$ cat config.mk
export PLATFORM = sky130hd
export DESIGN_NAME = id_stage_controller
export DESIGN_NICKNAME = d
export VERILOG_FILES = /design/src/rtl/id_stage_controller.sv
export SDC_FILE = /design/constraint.sdc
export NUM_CORES = 1
export LEC_CHECK = 0
export ABC_CLOCK_PERIOD_IN_PS = 3000
export CAP_MARGIN = 30
export CORE_UTILIZATION = 46
export CTS_BUF_LIST = sky130_fd_sc_hd__clkbuf_16
export DETAILED_ROUTE_END_ITERATION = 8
export PLACE_DENSITY_LB_ADDON = 0.15
export SYNTH_ARGS = -nofsm -noshare
export SYNTH_HDL_FRONTEND = slang
export SYNTH_SLANG_ARGS = --single-unit
$ cat constraint.sdc
create_clock -name i_clock -period 3 [get_ports i_clock]
set_input_delay 0.75 -clock i_clock [delete_from_list [all_inputs] [get_ports i_clock]]
set_output_delay 0.75 -clock i_clock [all_outputs]
set_load 0.02 [all_outputs]
$ cat src/rtl/id_stage_controller.sv
// Decode-stage pipeline controller: load-use stalls, branch/jump flushes of IF/ID,
// HALT drain sequencing, and a saturating load-use stall counter for the debug unit.
module id_stage_controller #(
  parameter int unsigned           NB_REG       = 5,
  parameter int unsigned           NB_OPCODE    = 6,
  parameter logic [NB_OPCODE-1:0]  HALT_OPCODE  = 6'b111111,
  parameter int unsigned           DRAIN_CYCLES = 4,
  parameter int unsigned           NB_STALL_CNT = 16
) (
  input  logic                    i_clock,
  input  logic                    i_reset,
  input  logic                    i_enable,
  input  logic [NB_OPCODE-1:0]    i_id_opcode,
  input  logic [NB_REG-1:0]       i_id_rs,
  input  logic [NB_REG-1:0]       i_id_rt,
  input  logic                    i_ex_mem_read,
  input  logic [NB_REG-1:0]       i_ex_rt,
  input  logic                    i_branch_taken,
  input  logic                    i_jump,
  output logic                    o_pc_write,
  output logic                    o_if_id_write,
  output logic                    o_if_id_flush,
  output logic                    o_id_ex_bubble,
  output logic                    o_halted,
  output logic [NB_STALL_CNT-1:0] o_stall_count
);

  typedef enum logic [1:0] {
    StRun    = 2'b00,
    StDrain  = 2'b01,
    StHalted = 2'b10
  } state_e;

  // The drain counter holds remaining bubbles minus one, so zero means "last bubble".
  localparam logic [3:0] DrainInit = 4'(DRAIN_CYCLES - 1);

  localparam logic [NB_STALL_CNT-1:0] StallOne = {{(NB_STALL_CNT-1){1'b0}}, 1'b1};

  state_e                  state_q, state_d;
  logic [3:0]              drain_cnt_q, drain_cnt_d;
  logic [NB_STALL_CNT-1:0] stall_cnt_q, stall_cnt_d;

  logic load_use_hazard;
  logic halt_in_id;
  logic redirect;
  logic stall_sat;

  // Decode the hazard and control-transfer conditions seen in ID this cycle.
  always_comb begin
    load_use_hazard = i_ex_mem_read && (i_ex_rt != '0) &&
                      ((i_ex_rt == i_id_rs) || (i_ex_rt == i_id_rt));
    halt_in_id      = (i_id_opcode == HALT_OPCODE);
    redirect        = i_branch_taken || i_jump;
    stall_sat       = &stall_cnt_q;
  end

  // Next-state and counter logic; a disabled cycle holds everything.
  always_comb begin
    state_d     = state_q;
    drain_cnt_d = drain_cnt_q;
    stall_cnt_d = stall_cnt_q;
    if (i_enable) begin
      unique case (state_q)
        StRun: begin
          if (halt_in_id) begin
            state_d     = StDrain;
            drain_cnt_d = DrainInit;
          end else if (load_use_hazard && !stall_sat) begin
            stall_cnt_d = stall_cnt_q + StallOne;
          end
        end
        StDrain: begin
          if (drain_cnt_q == 4'd0) begin
            state_d = StHalted;
          end else begin
            drain_cnt_d = drain_cnt_q - 4'd1;
          end
        end
        StHalted: begin
          state_d = StHalted;
        end
        default: begin
          state_d = StRun;
        end
      endcase
    end
  end

  // State and counter registers with synchronous active-low reset.
  always_ff @(posedge i_clock) begin
    if (!i_reset) begin
      state_q     <= StRun;
      drain_cnt_q <= 4'd0;
      stall_cnt_q <= '0;
    end else begin
      state_q     <= state_d;
      drain_cnt_q <= drain_cnt_d;
      stall_cnt_q <= stall_cnt_d;
    end
  end

  // Pipeline controls respond in the same cycle; reset low forces every output to zero.
  always_comb begin
    o_pc_write     = 1'b0;
    o_if_id_write  = 1'b0;
    o_if_id_flush  = 1'b0;
    o_id_ex_bubble = 1'b0;
    o_halted       = 1'b0;
    o_stall_count  = '0;
    if (i_reset) begin
      o_halted      = (state_q == StHalted);
      o_stall_count = stall_cnt_q;
      if (i_enable) begin
        unique case (state_q)
          StRun: begin
            if (halt_in_id) begin
              // HALT moves on to EX while fetch freezes.
              o_pc_write    = 1'b0;
              o_if_id_write = 1'b0;
            end else if (load_use_hazard) begin
              // Hazard wins over a redirect; the branch re-resolves next cycle.
              o_id_ex_bubble = 1'b1;
            end else if (redirect) begin
              o_pc_write    = 1'b1;
              o_if_id_write = 1'b1;
              o_if_id_flush = 1'b1;
            end else begin
              o_pc_write    = 1'b1;
              o_if_id_write = 1'b1;
            end
          end
          StDrain: begin
            o_id_ex_bubble = 1'b1;
          end
          StHalted: begin
            o_id_ex_bubble = 1'b0;
          end
          default: begin
            o_id_ex_bubble = 1'b0;
          end
        endcase
      end
    end
  end

endmodule

==> results.json <==
{
  "cts_buffers": 3,
  "port_buffers": 47,
  "drt_iter0_markers": 68,
  "num-nets-final": 273,
  "rsz_0062_raised_after_global_routing": "no",
  "critPathMaxFanout": 16,
  "hold_path.startpoint": "stall_cnt_q[14]",
  "die_y_um": 59.4,
  "n_fill_cell": 266,
  "grt_antenna_before_repair": 0,
  "synth_area_per_cell_um2": 8.15,
  "holdCritPathClass": "reg -> reg",
  "outcome": "finished clean",
  "rows": 20,
  "grt-ovfl-total": 0,
  "track_usage_pct": 24.3,
  "floorplan.initialDensity_pct": 49.2,
  "maxCapViolations": 0,
  "clock_latency_reported_for_the_late_side_of_the_worst_skew_pair_ns": 0.26,
  "syn_inst": 186,
  "syn2layout_area_growth_pct": 45.4,
  "ff_latch_area_um2": 440,
  "setup_viol": 0,
  "ratio_of_final_minimum_period_to_clock_period_pct": 98.5,
  "grt_most_used_layer": "met2",
  "drc": 0,
  "detailedRoute.firstPassIterationCount": 4,
  "synth_enable_flop_cells": 0,
  "multi_input_comb_area_um2": 1030,
  "synthesized_nets": 219,
  "number_of_global_route_vias_before_repair": 1506,
  "setup_tns_ns": 0,
  "synth_area_um2": 1520,
  "maxClockFrequency_ghz": 0.339,
  "timing_worst_setup_path_type": "in -> out",
  "peakVddDrop_mv": 0.237,
  "route.detailed.vias_per_inst": 5.68,
  "number_of_flip_flops_and_latches_in_the_synthesized_netlist": 22,
  "worst_setup_hold_path_clk_slew_ns": 0.06,
  "timing.rr.start": "state_q[1]",
  "top_level_ports": 48,
  "gpl_congestion": 0.818,
  "layout.cells.most_common": "clkdlybuf4s50_1",
  "worst_margin_slew_ns": 0.679,
  "power_per_cell_area_nw_per_um2": 317,
  "commonest_non_fill_non_tap_cells_in_the_layout": "clkdlybuf4s50_1 (29), dfxtp_1 (22), nor2_1 (19)",
  "fin_worst_skew_ns": 0.00288,
  "clk_path_buf_depth": 2,
  "die_w_um": 59.4,
  "grt_max_degree": 22,
  "clk_root_buffer_cell": "clkbuf_16",
  "cts-htree-levels": 1,
  "yosysWarnings": 0,
  "required_ns": 2.25,
  "place_hpwl_um": 2990,
  "placeableCoreArea_um2": 3080,
  "ant_nets": 0,
  "synth_ff_type": "dfxtp_1",
  "groute.layer.met1.usage_pct": 27.5,
  "final_core_utilization_pct": 71.6,
  "dr_total_vias": 1607,
  "grt_first_pass_wirelength_um": 6420,
  "wl_per_cell_um": 14.6,
  "crit_arrival_ns": 2.20,
  "layout_min_cycle_time_ns": 2.95,
  "p_leak_nw": 0.993,
  "detail_route.wirelength_um": 4120,
  "hold_viol_final": 0,
  "critical_path.startpoint": "i_reset",
  "slew_viol_final": 0,
  "cts_post_setup_buffers_inserted": 0,
  "synth.distinct_cells": 40,
  "worstSetupEndpointType": "output port",
  "clock-sinks": 22,
  "crit_path_start_kind": "primary input",
  "relSlewSlack_pct": 54.7,
  "tritoncts": "done",
  "die_area_um2": 3530,
  "groute.layer.met2.usage_pct": 44.5,
  "async_flop_share_pct": 0,
  "met3_track_demand_over_resource_pct": 5.90,
  "antennaDiodeCount": 0,
  "proportion_of_synthesized_chip_area_in_sequential_cells_pct": 29.1,
  "drive_gt1_share_pct": 16.7
}
## worst paths after layout
check / slack, ns / depth (start not counted) / end
worst min register to register: 0.50 / 2 / stall_cnt_q[14]
worst max register to register: 0.61 / 7 / stall_cnt_q[5]
worst min-delay path: 0.50 / 2 / stall_cnt_q[14]
worst max-delay path: 0.05 / 4 / o_stall_count[11]
## state kept, by name (all words and copies together) (netlist names)
name	count
state_q	2
drain_cnt_q	4
stall_cnt_q	16
## synthesized netlist by cell type (2+ instances only)
cell type,instances,share of area [%]
and3_1,3,1.2
nand3_1,6,2.0
ha_1,6,5.0
dfxtp_1,22,29
o211ai_1,2,0.99
and2_1,18,7.4
nand2_1,9,2.2
clkbuf_1,6,1.5
mux2_2,12,8.9
xor2_1,10,5.8
nor3_1,11,3.6
o31ai_1,3,1.5
a21oi_1,8,2.6
inv_1,6,1.5
nand4_1,8,3.3
mux2i_1,2,1.3
o21ai_0,5,1.7
nor4_1,4,1.7
and4_1,2,1.2
or4_1,5,2.5
nor2_1,19,4.7
## cell families after synthesis
group | synth area share [%]
flip-flops | 29.1
buffers and inverters | 4.87
AO/OA/AOI/OAI | 11.3
AND/OR/NAND/NOR | 33.8
adder cells (fa/ha/maj) | 4.95
multiplexers | 10.2
XOR/XNOR | 5.78
## critical path, cell delays in order
cell and delay [ns]:
clkdlybuf4s50_1 0.49, buf_4 0.19, and2_1 0.16, clkdlybuf4s50_1 0.60
## area by class of cell
| class | count | share of cell area, % |
|---|---|---|
| multi-input cells | 148 | 47.0 |
| repair buffers | 59 | 26.0 |
| flip-flops and latches | 22 | 20.0 |
| clock buffers | 3 | 3.41 |
| well taps | 44 | 2.50 |
| inverters | 6 | 1.02 |
| clock inverters | 1 | 0.170 |
## metal layers
metal / up-vias / part of all wire, %
met1: 759 / 41
met2: 58 / 50
met4: 0 / 1.7
met3: 8 / 7.0
li1: 782 / -
met5: - / 0
## where the power goes
group | internal (mW) | switching [mW] | total [mW]
registers | 0.293 | 0.00111 | 0.294
logic | 0.0598 | 0.0540 | 0.114
clock network | 0.178 | 0.112 | 0.291
total | 0.531 | 0.167 | 0.699
## stage by stage
stage | hold slack (ns) | setup slack [ns] | std cells | power, mW | cell area, um2
finish | 0.505 | 0.0462 | 283 | 0.699 | 2200
global route | 0.534 | 0.00552 | 283 | 0.715 | 2200
CTS | 0.505 | 0.0134 | 283 | 0.695 | 2170
detailed placement | 0.494 | -0.596 | 279 | 0.410 | 2080
global placement | 0.470 | -0.563 | 279 | 0.407 | 2080
floorplan | 0.458 | 0.138 | 186 | 0.349 | 1520
## timing repair
item / in CTS / in global routing
hold endpoints to repair: 0 / 0
setup endpoints to repair: 4 / 12
pin swaps: 5 / 1
gates resized for setup: 32 / 11
hold buffers: 0 / 0
Power figures use the tool's default switching activity.
